### src/rtl/pad_ctrl_pkg.sv
// Shared types and constants for the pad bank direction controller.
package pad_ctrl_pkg;

    typedef enum logic [1:0] {
        ST_IDLE = 2'd0,
        ST_RX   = 2'd1,
        ST_TX   = 2'd2,
        ST_TURN = 2'd3
    } state_t;

    typedef enum logic [1:0] {
        TGT_IDLE = 2'd0,
        TGT_RX   = 2'd1,
        TGT_TX   = 2'd2
    } target_t;

    // Bit positions inside the {SR, DS1, DS0} configuration word
    localparam int CFG_DS0 = 0;
    localparam int CFG_DS1 = 1;
    localparam int CFG_SR  = 2;

    // Largest legal turnaround length and burst cap; one counter width covers both
    localparam int TURN_LIMIT  = 15;
    localparam int BURST_LIMIT = 255;
    localparam int CNT_W = $clog2(((TURN_LIMIT > BURST_LIMIT) ? TURN_LIMIT : BURST_LIMIT) + 1);

    // Maps a turnaround target onto the state entered once the dead cycles expire
    function automatic state_t target_state(input target_t t);
        case (t)
            TGT_RX:  return ST_RX;
            TGT_TX:  return ST_TX;
            default: return ST_IDLE;
        endcase
    endfunction

endpackage

### src/rtl/pad_in_sync.sv
// Two-flop synchronizer for pad input data plus its valid tag.
module pad_in_sync #(
    parameter int W = 9
) (
    input  logic         clk,
    input  logic         rst,
    input  logic [W-1:0] d,
    output logic [W-1:0] q
);

    logic [W-1:0] meta;

    // First flop may go metastable; the second gives it a full cycle to resolve
    always_ff @(posedge clk or posedge rst) begin
        if (rst) begin
            meta <= '0;
            q    <= '0;
        end else begin
            meta <= d;
            q    <= meta;
        end
    end

endmodule

### src/rtl/pad_bank_dir_ctrl.sv
// Direction/config controller sharing a bidirectional pad bank between TX and RX.
module pad_bank_dir_ctrl
    import pad_ctrl_pkg::*;
#(
    parameter int         WIDTH       = 8,
    parameter int         TURN_CYCLES = 2,
    parameter int         MAX_BURST   = 16,
    parameter logic [2:0] CFG_RST     = 3'b011
) (
    input  logic             clk,
    input  logic             rst,
    input  logic             tx_valid,
    input  logic [WIDTH-1:0] tx_data,
    output logic             tx_ready,
    input  logic             rx_req,
    output logic [WIDTH-1:0] rx_data,
    output logic             rx_valid,
    input  logic             cfg_we,
    input  logic [2:0]       cfg_wdata,
    output logic             busy,
    output logic [WIDTH-1:0] pad_a,
    output logic [WIDTH-1:0] pad_oe,
    output logic [WIDTH-1:0] pad_ie,
    output logic             pad_ds0,
    output logic             pad_ds1,
    output logic             pad_sr,
    input  logic [WIDTH-1:0] pad_y
);

    state_t           state, state_next;
    target_t          target, target_next;
    logic [CNT_W-1:0] turn_cnt;
    logic [CNT_W-1:0] burst_cnt;
    logic             turn_done;
    logic             burst_last;
    logic             beat;
    logic             enter_idle;
    logic             ie_prev;
    logic [2:0]       cfg;
    logic [2:0]       pend_val;
    logic             pend;
    logic [WIDTH:0]   sync_in;
    logic [WIDTH:0]   sync_out;

    assign turn_done  = (turn_cnt == CNT_W'(TURN_CYCLES - 1));
    assign burst_last = (burst_cnt == CNT_W'(MAX_BURST - 1));
    assign tx_ready   = (state == ST_TX) && (burst_cnt < CNT_W'(MAX_BURST));
    assign beat       = tx_valid && tx_ready;
    assign busy       = (state != ST_IDLE);
    assign enter_idle = (state != ST_IDLE) && (state_next == ST_IDLE);

    // Next-state selection; TX wins over RX and every direction change goes through TURN
    always_comb begin
        state_next  = state;
        target_next = target;
        case (state)
            ST_IDLE: begin
                if (tx_valid) begin
                    state_next  = ST_TURN;
                    target_next = TGT_TX;
                end else if (rx_req) begin
                    state_next  = ST_TURN;
                    target_next = TGT_RX;
                end
            end
            ST_TURN: begin
                if (turn_done) begin
                    state_next = target_state(target);
                end
            end
            ST_RX: begin
                if (tx_valid) begin
                    state_next  = ST_TURN;
                    target_next = TGT_TX;
                end else if (!rx_req) begin
                    state_next = ST_IDLE;
                end
            end
            ST_TX: begin
                if (beat && rx_req && burst_last) begin
                    state_next  = ST_TURN;
                    target_next = TGT_RX;
                end else if (!tx_valid && rx_req) begin
                    state_next  = ST_TURN;
                    target_next = TGT_RX;
                end else if (!tx_valid) begin
                    state_next  = ST_TURN;
                    target_next = TGT_IDLE;
                end
            end
            default: begin
                state_next = ST_IDLE;
            end
        endcase
    end

    // State and turnaround target registers
    always_ff @(posedge clk or posedge rst) begin
        if (rst) begin
            state  <= ST_IDLE;
            target <= TGT_IDLE;
        end else begin
            state  <= state_next;
            target <= target_next;
        end
    end

    // Dead-cycle counter restarts on every entry into TURN
    always_ff @(posedge clk or posedge rst) begin
        if (rst) begin
            turn_cnt <= '0;
        end else if ((state != ST_TURN) && (state_next == ST_TURN)) begin
            turn_cnt <= '0;
        end else if (state == ST_TURN) begin
            turn_cnt <= turn_cnt + 1'b1;
        end
    end

    // Burst counter only advances on beats taken while RX is waiting
    always_ff @(posedge clk or posedge rst) begin
        if (rst) begin
            burst_cnt <= '0;
        end else if ((state != ST_TX) && (state_next == ST_TX)) begin
            burst_cnt <= '0;
        end else if (beat && rx_req) begin
            burst_cnt <= burst_cnt + 1'b1;
        end
    end

    // Registered pad enables follow the state being entered, so they never overlap
    always_ff @(posedge clk or posedge rst) begin
        if (rst) begin
            pad_oe  <= '0;
            pad_ie  <= '0;
            ie_prev <= 1'b0;
        end else begin
            pad_oe  <= {WIDTH{state_next == ST_TX}};
            pad_ie  <= {WIDTH{state_next == ST_RX}};
            ie_prev <= pad_ie[0];
        end
    end

    // Output data register loads only on accepted beats
    always_ff @(posedge clk or posedge rst) begin
        if (rst) begin
            pad_a <= '0;
        end else if (beat) begin
            pad_a <= tx_data;
        end
    end

    // Config is applied only when both enables are low; a write landing on the IDLE entry edge wins
    always_ff @(posedge clk or posedge rst) begin
        if (rst) begin
            cfg      <= CFG_RST;
            pend_val <= '0;
            pend     <= 1'b0;
        end else if (enter_idle) begin
            if (cfg_we) begin
                cfg <= cfg_wdata;
            end else if (pend) begin
                cfg <= pend_val;
            end
            pend <= 1'b0;
        end else if (cfg_we) begin
            if (state == ST_IDLE) begin
                cfg <= cfg_wdata;
            end else begin
                pend_val <= cfg_wdata;
                pend     <= 1'b1;
            end
        end
    end

    assign pad_ds0 = cfg[CFG_DS0];
    assign pad_ds1 = cfg[CFG_DS1];
    assign pad_sr  = cfg[CFG_SR];

    // The tag marks samples taken after IE has been high for a full settling cycle
    assign sync_in = {pad_ie[0] & ie_prev, pad_y};

    pad_in_sync #(
        .W (WIDTH + 1)
    ) u_in_sync (
        .clk (clk),
        .rst (rst),
        .d   (sync_in),
        .q   (sync_out)
    );

    assign rx_valid = sync_out[WIDTH];
    assign rx_data  = sync_out[WIDTH-1:0];

endmodule

### config.mk
export PLATFORM = sky130hd
export DESIGN_NAME = pad_bank_dir_ctrl
export DESIGN_NICKNAME = d
export VERILOG_FILES = /design/src/rtl/pad_ctrl_pkg.sv /design/src/rtl/pad_in_sync.sv /design/src/rtl/pad_bank_dir_ctrl.sv
export SDC_FILE = /design/constraint.sdc
export NUM_CORES = 1
export LEC_CHECK = 0
export CORE_MARGIN = 3
export CORE_UTILIZATION = 25
export CTS_BUF_LIST = sky130_fd_sc_hd__clkbuf_8
export CTS_CLUSTER_DIAMETER = 120
export DETAILED_ROUTE_END_ITERATION = 12
export SYNTH_ARGS = -nofsm -noshare
export SYNTH_HDL_FRONTEND = slang
export SYNTH_HIERARCHICAL = 1
export SYNTH_SLANG_ARGS = --single-unit
### constraint.sdc
create_clock -name clk -period 2.45 [get_ports clk]
set_input_delay 0.735 -clock clk [delete_from_list [all_inputs] [get_ports clk]]
set_output_delay 0.735 -clock clk [all_outputs]
set_load 0.05 [all_outputs]
After elaboration in Yosys (flattened, before gate mapping)
Cells that the tools add are included.
{"block": "word_totals", "register_bits": 56, "in_bits": 24, "output_inout_bits": 38}
{"block": "op_classes", "add_sub_neg": 2, "order_cmp": 1, "eq_ne": 16, "mux": 29, "bitwise": 3, "reduce_logical": 22}
{"operator": "8-bit two-way mux", "count": 4}
{"operator": "2-bit two-way mux", "count": 14}
{"operator": "8-bit by 1-bit adder with 8-bit output (second input constant)", "count": 2}
{"operator": "3-bit two-way mux", "count": 5}
{"operator": "2-bit nonzero test", "count": 6}
{"operator": "2-bit == test (second input constant)", "count": 5}
{"operator": "8-bit by 1-bit == test with 1-bit output (second input constant)", "count": 1}
{"operator": "8-bit by 4-bit == test with 1-bit output (second input constant)", "count": 1}
{"operator": "1-bit logical AND", "count": 8}
{"operator": "8-bit by 5-bit < comparator with 1-bit output (second input constant)", "count": 1}
{"operator": "2-bit != test (second input constant)", "count": 4}
{"operator": "2-bit case mux with 4 select lines", "count": 1}
{"operator": "2-bit by 1-bit == test with 1-bit output (second input constant)", "count": 3}
{"operator": "2-bit case mux with 3 select lines", "count": 1}
{"operator": "3-bit AND reduction", "count": 2}
{"operator": "2-bit zero test", "count": 2}
{"operator": "4-bit by 2-bit != test with 1-bit output (second input constant)", "count": 1}
{"operator": "2-bit case mux with 2 select lines", "count": 1}
{"operator": "4-bit AND reduction", "count": 1}
{"operator": "1-bit two-way mux", "count": 3}
{"operator": "3-bit != test (second input constant)", "count": 1}
{"operator": "3-bit nonzero test", "count": 1}
{"operator": "1-bit NOT", "count": 2}
{"operator": "2-bit AND reduction", "count": 1}
{"operator": "other kinds (2)", "count": 2}

Logic depth before layout (Yosys ltp)
Gate-level depths: netlist (run 1).
{"block": "logic_depth", "ltp_word": 11, "ltp_mapped": 9}

Modules after synthesis
Netlist (run 1), hierarchy kept.
{"mod": "pad_bank_dir_ctrl", "instances": 1, "cells_per_inst": 201, "area_each_um2": 2108.3, "seq_area_each_um2": 953.4}
{"mod": "pad_in_sync", "instances": 1, "cells_per_inst": 19, "area_each_um2": 454.2, "seq_area_each_um2": 450.4}

Least setup slack after synthesis (run 1)
Ideal clock, no wire load.
{"block": "synth_path", "kind": "in2reg", "startpoint": "input port tx_valid", "endpoint": "register pend_val[0]", "setup_ns": 0.125, "arrival_time_ns": 2.215, "required_time_ns": 2.325, "slack_ns": 0.110, "cell_stages": 8, "path_buffers": 1, "path_cell_list": "clkbuf_1 > a21o_1 > a31oi_1 > nand4_1 > nand3_4 > inv_4 > o21ai_4 > mux2_2"}
{"block": "synth_via", "elab_chain_cells": 9}
{"element": "from (decl)", "line": "pad_bank_dir_ctrl.sv:12", "source": "input logic tx_valid,"}
{"element": "1-bit zero test or 1-bit logical AND (tied branches)"}
{"element": "1-bit logical AND, on equally long branches", "line": "pad_bank_dir_ctrl.sv:83, pad_bank_dir_ctrl.sv:80"}
{"element": "2-bit two-way mux or 1-bit logical AND (tied branches)", "line": "pad_bank_dir_ctrl.sv:83, pad_bank_dir_ctrl.sv:80"}
{"element": "2-bit two-way mux", "line": "pad_bank_dir_ctrl.sv:80", "source": "if (beat && rx_req && burst_last) begin"}
{"element": "2-bit case mux with 4 select lines *", "line": "pad_bank_dir_ctrl.sv:56", "source": "case (state)"}
{"element": "net state_next[1]", "line": "pad_bank_dir_ctrl.sv:30", "source": "state_t state, state_next;"}
{"element": "2-bit zero test *", "line": "pad_bank_dir_ctrl.sv:50", "source": "assign enter_idle = (state != ST_IDLE) && (state_next == ST_IDLE);"}
{"element": "1-bit logical AND *", "line": "pad_bank_dir_ctrl.sv:50"}
{"element": "1-bit NOT (no line) *"}
{"element": "3-bit AND reduction (no line) *"}
{"element": "to (signal assigned)", "line": "pad_bank_dir_ctrl.sv:169", "source": "pend_val <= cfg_wdata;"}
{"element": "to (decl)", "line": "pad_bank_dir_ctrl.sv:40", "source": "logic [2:0] pend_val;"}
The timed path passes the listed nets; every way through them passes the cells marked *.
A chain may end at the register's enable or synchronous reset.

Final worst setup path (run 1)
{"block": "layout_path", "startpoint": "register state[0]", "endpoint": "output port tx_ready"}
{"block": "layout_via", "elab_chain_cells": 2}
{"element": "from (decl)", "line": "pad_bank_dir_ctrl.sv:30"}
{"element": "from (signal assigned)", "line": "pad_bank_dir_ctrl.sv:103", "source": "state <= state_next;"}
{"element": "2-bit == test", "line": "pad_bank_dir_ctrl.sv:47", "source": "assign tx_ready = (state == ST_TX) && (burst_cnt < CNT_W'(MAX_BURST));"}
{"element": "1-bit logical AND", "line": "pad_bank_dir_ctrl.sv:47"}
{"element": "to (decl)", "line": "pad_bank_dir_ctrl.sv:14", "source": "output logic tx_ready,"}
Every way passes these cells.

==> results of run 1 <==
kinds of logic after synthesis:
family | synth area share, %
AOI/OAI and AO/OA | 12.1
xor gates and xnor gates | 1.03
adders and majority gates | 3.91
buffers and inverters | 7.52
DFF | 54.8
muxes | 6.05
and+or+nand+nor | 14.6
power by group through the flow:
stage          sequential [mW]  combinational, mW  clock, mW
6_report                 0.948              0.119      0.599
5_1_grt                  0.951              0.130      0.672
4_1_cts                  0.949              0.122      0.635
3_5_place_dp             0.967              0.121          0
3_3_place_gp             0.966              0.119          0
2_1_floorplan            0.990             0.0299          0
layout make-up:
cell class              instances  share of cell area [%]
flip-flops and latches         56                    39.3
multi-input cells             128                    27.9
repair buffers                 84                    23.0
well taps                     133                    4.65
inverters                      18                    2.03
clock buffers                   5                    1.92
clock inverters                 3                    1.19
placed cells by master, fill, tap and decap left out, drive strengths merged, types with 6 or more instances in the layout:
cell type,instances
dfrtp,54
clkdlybuf4s50,48
buf,27
inv,18
mux2,12
nor2,10
a21oi,10
ha,8
nand2,7
nor3,7
nor2b,6
nand4,6
dlymetal6s2s,6
o21ai,6
critical path, cell delays in order (launching register included):
cell and delay [ps]:
dfrtp_2 470, inv_1 140, ha_1 220, buf_4 180
and2_2 200, buf_12 140
flip-flops by register name, indices dropped and copies added, names as in the netlist, 2 cells and up:
signal / count
burst_cnt: 8
cfg: 3
pad_a: 8
pend_val: 3
state: 2
target: 2
turn_cnt: 8
u_in_sync/meta: 9
u_in_sync/q: 9
final timing paths:
check                                        from           endpoint  depth (start not counted)
worst max register to register        turn_cnt[1]        pend_val[1]                          9
worst min register to register  u_in_sync/meta[6]     u_in_sync/q[6]                          0
max in group asynchronous                     rst  u_in_sync/meta[6]                          2
worst max-delay path                     state[0]           tx_ready                          5
worst min-delay path            u_in_sync/meta[6]     u_in_sync/q[6]                          0
min in group asynchronous                     rst     u_in_sync/q[6]                          2
timing repair:
action / 4_1_cts / 5_1_grt
resized for setup: 4 / 14
pin swaps: 0 / 1
hold buffers: 0 / 0
setup endpoints to repair: 10 / 21
buffers inserted: 0 / 4
routing by layer:
layer	vias up	track usage, %
met5	-	0
li1	915	-
met1	925	12.9
met4	0	2.65
met3	4	2.83
met2	57	15.3
stage by stage:
step           std cells  power, mW  setup slack, ps  util, %  hold WS, ps
3_3_place_gp         415       1.09             -276     34.4          332
6_report             427       1.67             65.4     36.3          350
5_1_grt              427       1.75            -2.59     36.3          368
3_5_place_dp         415       1.09             -302     34.4          335
4_1_cts              423       1.71             5.29     35.5          357
2_1_floorplan        220       1.02              110        -          331
==> summary.md, run 1 <==
| Metric | Value |
|---|---|
| Register area share after synthesis | `54.8%` |
| Ys flop type | `dfrtp_1` |
| Setup Crit Path Kind | `flop to primary output` |
| CTS tree | `built` |
| Syn-to-layout area delta | `39.6%` |
| CP startpoint kind | `flop` |
| Initial antenna violation count | `0` |
| Crit end category | `primary output` |
| Largest cells by area after synthesis | `dfrtp_1 53%, mux2_2 5.3%, buf_4 4.1%` |
| Max-Cap Viols | `0` |
| CP required | `1710 ps` |
| Initial Utilization | `26.0%` |
| Area of the multi-input gates | `997 um^2` |
| Core area | `0.00986 mm^2` |
| Largest net degree at the start of global routing | `39` |
| Final Skew | `9.39 ps` |
| Top Metal Used | `met4` |
| Max Clk Rate | `0.419 GHz` |
| Sw Ratio | `21.9%` |
| Tightest Pin Transition | `647 ps` |
| Minimum clock period | `2380 ps` |
| Most numerous cell in the Yosys netlist | `dfrtp_1` |
| Final setup vio count | `0` |
| CP max FO | `8` |
| Register bit total from synthesis | `56` |
| Ant. Diodes | `0` |
| First-pass GRT wire length | `8930 um` |
| Number of global-route vias before repair | `1871` |
| Yosys cell types | `49` |
| Router iterations before antenna repair | `4` |
| R2R Setup Slk | `120 ps` |
| Mapped Cells | `220` |
| Slew Limit Fails | `0` |
| Nets | `325` |
| Floorplan row count | `36` |
| Io pins | `62` |
| Net Count, Synth | `252` |
| Starting DRC count in detailed routing | `114` |
| Metal3 WL | `360 um` |
| Pint | `1.30 mW` |
| Via Count | `1901` |
| DR WL met2 | `2530 um` |
| Avg Cell Area, Syn | `11.6 um^2` |
| CTS buffer count | `5` |
| Clk Latency, worst-skew pair | `310 ps` |
| Leading area contributor after synthesis | `dfrtp_1` |
| Post-DP HPWL | `4080 um` |
| Total GRT Usage | `9.68%` |
| Gpl congestion | `0.782` |
| Congestion Overflow GR | `0` |
| Hold Fails Final Rpt | `0` |
| Share of the synthesized area in the top cell type | `52.7%` |
| Sink Count | `56` |
| Layout cells sized above 1 | `23.5%` |
| Die area | `0.0115 mm^2` |
| Number of fill cells | `957` |
| H-tree levels | `2` |
| Dpl cell area | `0.00339 mm^2` |
| Register area | `0.00141 mm^2` |
| Comb power frac | `7.2%` |
| CTS root buf | `clkbuf_8` |
| Die height | `107 um` |
| Synth Cell Area | `0.00256 mm^2` |
| Syn. warnings | `6` |
| FFs w/ async S/R, synth | `100%` |
| Synth cell count leaders | `54 x dfrtp_1, 16 x inv_1, 14 x buf_4, 12 x mux2_2, 10 x nor2_1` |
| Max rail drop VDD | `0.000222 V` |
| Final WL | `5570 um` |
| Chip Width | `107 um` |
| Slew headroom | `56.8%` |
| Clock Path Buffers | `2` |
| Post-route DRC | `0` |
| Final worst-path cycle share | `97.3%` |
| Number of flops mapped to enable cells by yosys | `0` |
| Clock power frac | `36.0%` |
| Average vias per placed instance | `4.45` |
| Wirelength per Cell | `13.0 um` |
| Worst Hold Class | `flop to flop` |
| Lkg Pwr | `1.69 nW` |
| Clock-pin slew on the worst setup and hold paths | `100 ps` |
| Setup TNS | `0 ps` |
| PwrDens | `466 mW/mm^2` |
| Critical Path AT | `1650 ps` |
| Psw | `0.365 mW` |
| Outcome | `completed` |
| ANT nets after route | `0` |
| Sequential power share | `56.9%` |
| Design area | `0.00358 mm^2` |
| Met1 WL | `2640 um` |
| Port Buffers | `61` |
No activity file was read; power rests on OpenSTA's default activity.
==> run 2, diff against run 1 <==
--- a/config.mk
+++ b/config.mk
@@ -9,8 +9,8 @@
 export CORE_UTILIZATION = 25
 export CTS_BUF_LIST = sky130_fd_sc_hd__clkbuf_8
 export CTS_CLUSTER_DIAMETER = 120
+export CTS_CLUSTER_SIZE = 8
 export DETAILED_ROUTE_END_ITERATION = 12
 export SYNTH_ARGS = -nofsm -noshare
 export SYNTH_HDL_FRONTEND = slang
-export SYNTH_HIERARCHICAL = 1
 export SYNTH_SLANG_ARGS = --single-unit
==> constraint.sdc (replaced) <==
create_clock -name clk -period 2.45 [get_ports clk]
set_input_delay 0.3675 -clock clk [delete_from_list [all_inputs] [get_ports clk]]
set_output_delay 0.3675 -clock clk [all_outputs]
set_load 0.05 [all_outputs]
==> summary.md, run 2 <==
| Metric | Value |
|---|---|
| Outcome | `finished with violations (was completed)` |
| Failing checks | `setup timing` |
| Gpl congestion | `0.742 (was 0.782)` |
| CTS root buf | `clkbuf_8 (unchanged)` |
| H-tree levels | `2 (unchanged)` |
| Worst Hold Class | `primary input to asynchronous set/reset pin (was flop to flop)` |
| Core area | `0.00937 mm^2 (was 0.00986 mm^2)` |
| Register area share after synthesis | `57.3% (was 54.8%)` |
| Max-Cap Viols | `0 (unchanged)` |
| Critical Path AT | `2780 ps (was 1650 ps)` |
| Max Clk Rate | `0.388 GHz (was 0.419 GHz)` |
| Max rail drop VDD | `0.000303 V (was 0.000222 V)` |
| Largest regs | `u_in_sync.meta x9, u_in_sync.q x9 (was u_in_sync/meta x9, u_in_sync/q x9)` |
| Post-DP HPWL | `3600 um (was 4080 um)` |
| Most numerous cell in the Yosys netlist | `dfrtp_1 (unchanged)` |
| RSZ-0062 raised after global routing | `true` |
| Wirelength per Cell | `11.9 um (was 13.0 um)` |
| Leading area contributor after synthesis | `dfrtp_1 (unchanged)` |
| First-pass GRT wire length | `8130 um (was 8930 um)` |
| Post-route DRC | `0 (unchanged)` |
| Mapped Cells | `197 (was 220)` |
| Setup Crit Path Kind | `flop to flop (was flop to primary output)` |
| Clock Path Buffers | `2 (unchanged)` |
| Ys flop type | `dfrtp_1 (unchanged)` |
| Share of the synthesized area in the top cell type | `55.2% (was 52.7%)` |
| Initial antenna violation count | `0 (unchanged)` |
| Nets | `309 (was 325)` |
| ANT nets after route | `0 (unchanged)` |
| Via Count | `1717 (was 1901)` |
| Final setup vio count | `6 (was 0)` |
| Starting DRC count in detailed routing | `34 (was 114)` |
| Clk Latency, worst-skew pair | `310 ps (about the same)` |
| Yosys cell types | `45 (was 49)` |
| CP max FO | `3 (was 8)` |
| Worst Setup EP | `cfg[2] (was tx_ready)` |
| Initial Utilization | `26.1% (was 26.0%)` |
| Ant. Diodes | `0 (unchanged)` |
| Slew headroom | `65.5% (was 56.8%)` |
| Avg Cell Area, Syn | `12.4 um^2 (was 11.6 um^2)` |
| Io pins | `62 (unchanged)` |
| Lkg Pwr | `1.50 nW (was 1.69 nW)` |
| Synth Cell Area | `0.00245 mm^2 (was 0.00256 mm^2)` |
| Layout cells sized above 1 | `26.0% (was 23.5%)` |
| Largest cells by area after synthesis | `dfrtp_1 55%, mux2_2 6.4%, ha_1 4.6% (was dfrtp_1 53%, mux2_2 5.3%, buf_4 4.1%)` |
| Hold Buf Count CTS | `0 (unchanged)` |
| Largest net degree at the start of global routing | `49 (was 39)` |
| Commonest non-fill, non-tap cells in the layout | `59 x clkdlybuf4s50_1, 54 x dfrtp_1, 30 x buf_4 (was 52 x dfrtp_1, 48 x clkdlybuf4s50_1, 24 x buf_4)` |
| Clock-pin slew on the worst setup and hold paths | `110 ps (was 100 ps)` |
| Register bit total from synthesis | `56 (unchanged)` |
| Number of global-route vias before repair | `1699 (was 1871)` |
| Buffer count from post-CTS setup fixing | `0 (unchanged)` |
| CP startpoint kind | `flop (unchanged)` |
| Sink Count | `56 (unchanged)` |
| Router iterations before antenna repair | `4 (unchanged)` |
| Slew Limit Fails | `0 (unchanged)` |
| Die area | `0.0110 mm^2 (was 0.0115 mm^2)` |
| Final Skew | `10.1 ps (was 9.39 ps)` |
| FFs w/ async S/R, synth | `100% (unchanged)` |
| Synth cell count leaders | `54 x dfrtp_1, 14 x buf_4, 14 x mux2_2, 11 x inv_1, 11 x nor2_1 (was 54 x dfrtp_1, 16 x inv_1, 14 x buf_4, 12 x mux2_2, 10 x nor2_1)` |
| Final setup margin | `-124 ps (was 65.4 ps)` |
| Net Count, Synth | `230 (was 252)` |
| Utilization after layout | `36.9% (was 36.3%)` |
| Average vias per placed instance | `4.23 (was 4.45)` |
| Total GRT Usage | `8.96% (was 9.68%)` |
| Die height | `105 um (was 107 um)` |
| Crit end category | `flop (was primary output)` |
| Hold Fails Final Rpt | `0 (unchanged)` |
| CTS buffer count | `5 (unchanged)` |
| Floorplan row count | `35 (was 36)` |
| Commonest non-fill, non-tap cell in the layout | `clkdlybuf4s50_1 (was dfrtp_1)` |
| Tightest Pin Transition | `516 ps (was 647 ps)` |
| CP required | `2660 ps (was 1710 ps)` |
| Minimum clock period | `2570 ps (was 2380 ps)` |
| Congestion Overflow GR | `0 (unchanged)` |
| CP Launch Point | `turn_cnt[1] (was state[0])` |
| Syn. warnings | `0 (was 6)` |
| CTS tree | `built (unchanged)` |
| Chip Width | `105 um (was 107 um)` |
| Worst r2r dst | `cfg[2] (was pend_val[1])` |
| Reg2reg path depth | `8 (was 9)` |
| Syn-to-layout area delta | `41.3% (was 39.6%)` |
| Number of flops mapped to enable cells by yosys | `0 (unchanged)` |
| Tot Pwr | `1.59 mW (was 1.67 mW)` |
| PwrDens | `459 mW/mm^2 (was 466 mW/mm^2)` |
| R2R Setup Slk | `-120 ps (was 120 ps)` |
| Worst reg2reg path startpoint | `turn_cnt[1] (unchanged)` |
| Port Buffers | `61 (unchanged)` |
| Final worst-path cycle share | `105% (was 97.3%)` |
| Final WL | `4820 um (was 5570 um)` |
==> run 2: cells by family (layout without fill, tap and decap cells) <==
logic type / after synthesis / in the layout / synth area share [%]
flops: 56 / 56 / 57.3
simple gates: 47 / 47 / 11.4
buf+inv: 30 / 110 / 6.85
compound gates: 28 / 28 / 7.97
mux: 23 / 23 / 10.4
fa+ha+maj: 9 / 9 / 4.60
xor+xnor: 4 / 4 / 1.43
==> run 2: where the power goes <==
group	switching [mW]	internal (mW)
combinational	0.0609	0.0587
sequential	0.00674	0.944
clock	0.314	0.204
==> run 2: repair_timing <==
item | 4_1_cts | 5_1_grt
setup endpoints to repair | 11 | 23
resized for setup | 8 | 6
gates cloned | 0 | 1
pin swaps | 2 | 0
==> run 2: how the worst min path moves through the flow <==
stage                            from             end
floorplan           u_in_sync.meta[0]  u_in_sync.q[0]
detailed placement  u_in_sync.meta[7]  u_in_sync.q[7]
global route                      rst        pad_a[0]
CTS                               rst        pad_a[0]
global placement    u_in_sync.meta[2]  u_in_sync.q[2]
finish                            rst        pad_a[0]
==> run 2: area by class of cell <==
class                      instances  area [um^2]
fill                             941         5910
sequential                        56         1400
multi-input combinational        111          921
timing repair buffer              90          836
tap                              129          161
clock buffer                       5         68.8
inverter                          12         48.8
clock inverter                     3         21.3
==> run 2: critical path, stage by stage (launching register included) <==
cell and delay (ps):
dfrtp_1 380, inv_1 60, ha_1 120, or3b_4 370, or2_1 260, a311o_1 320
nor4_4 360, mux2_1 360, mux2_4 250
==> run 2: per-layer routing <==
metal  up-vias  global-route usage [%]  part of all wire, %
met5         -                       0                    0
li1        842                       -                    -
met2        51                    14.0                   46
met4         0                    1.97                 0.29
met3         4                    3.95                  9.0
met1       820                    11.5                   45
==> run 2: through the flow <==
stage	instance area (um^2)	setup WS (ps)	hold slack (ps)	setup TNS [ps]	instances
5_1_grt	3460	-283	272	-2440	406
6_report	3460	-124	266	-465	406
3_3_place_gp	3340	-148	333	-782	397
4_1_cts	3430	-145	268	-593	405
2_1_floorplan	2470	-128	331	-301	197
3_5_place_dp	3340	-155	335	-974	397
==> run 3, diff against run 2 <==
--- a/config.mk
+++ b/config.mk
@@ -5,6 +5,7 @@
 export SDC_FILE = /design/constraint.sdc
 export NUM_CORES = 1
 export LEC_CHECK = 0
+export CAP_MARGIN = 20
 export CORE_MARGIN = 3
 export CORE_UTILIZATION = 25
 export CTS_BUF_LIST = sky130_fd_sc_hd__clkbuf_8
==> results of run 3 <==
Same layout as run 2: the final DEF is identical, and so are final timing and power.
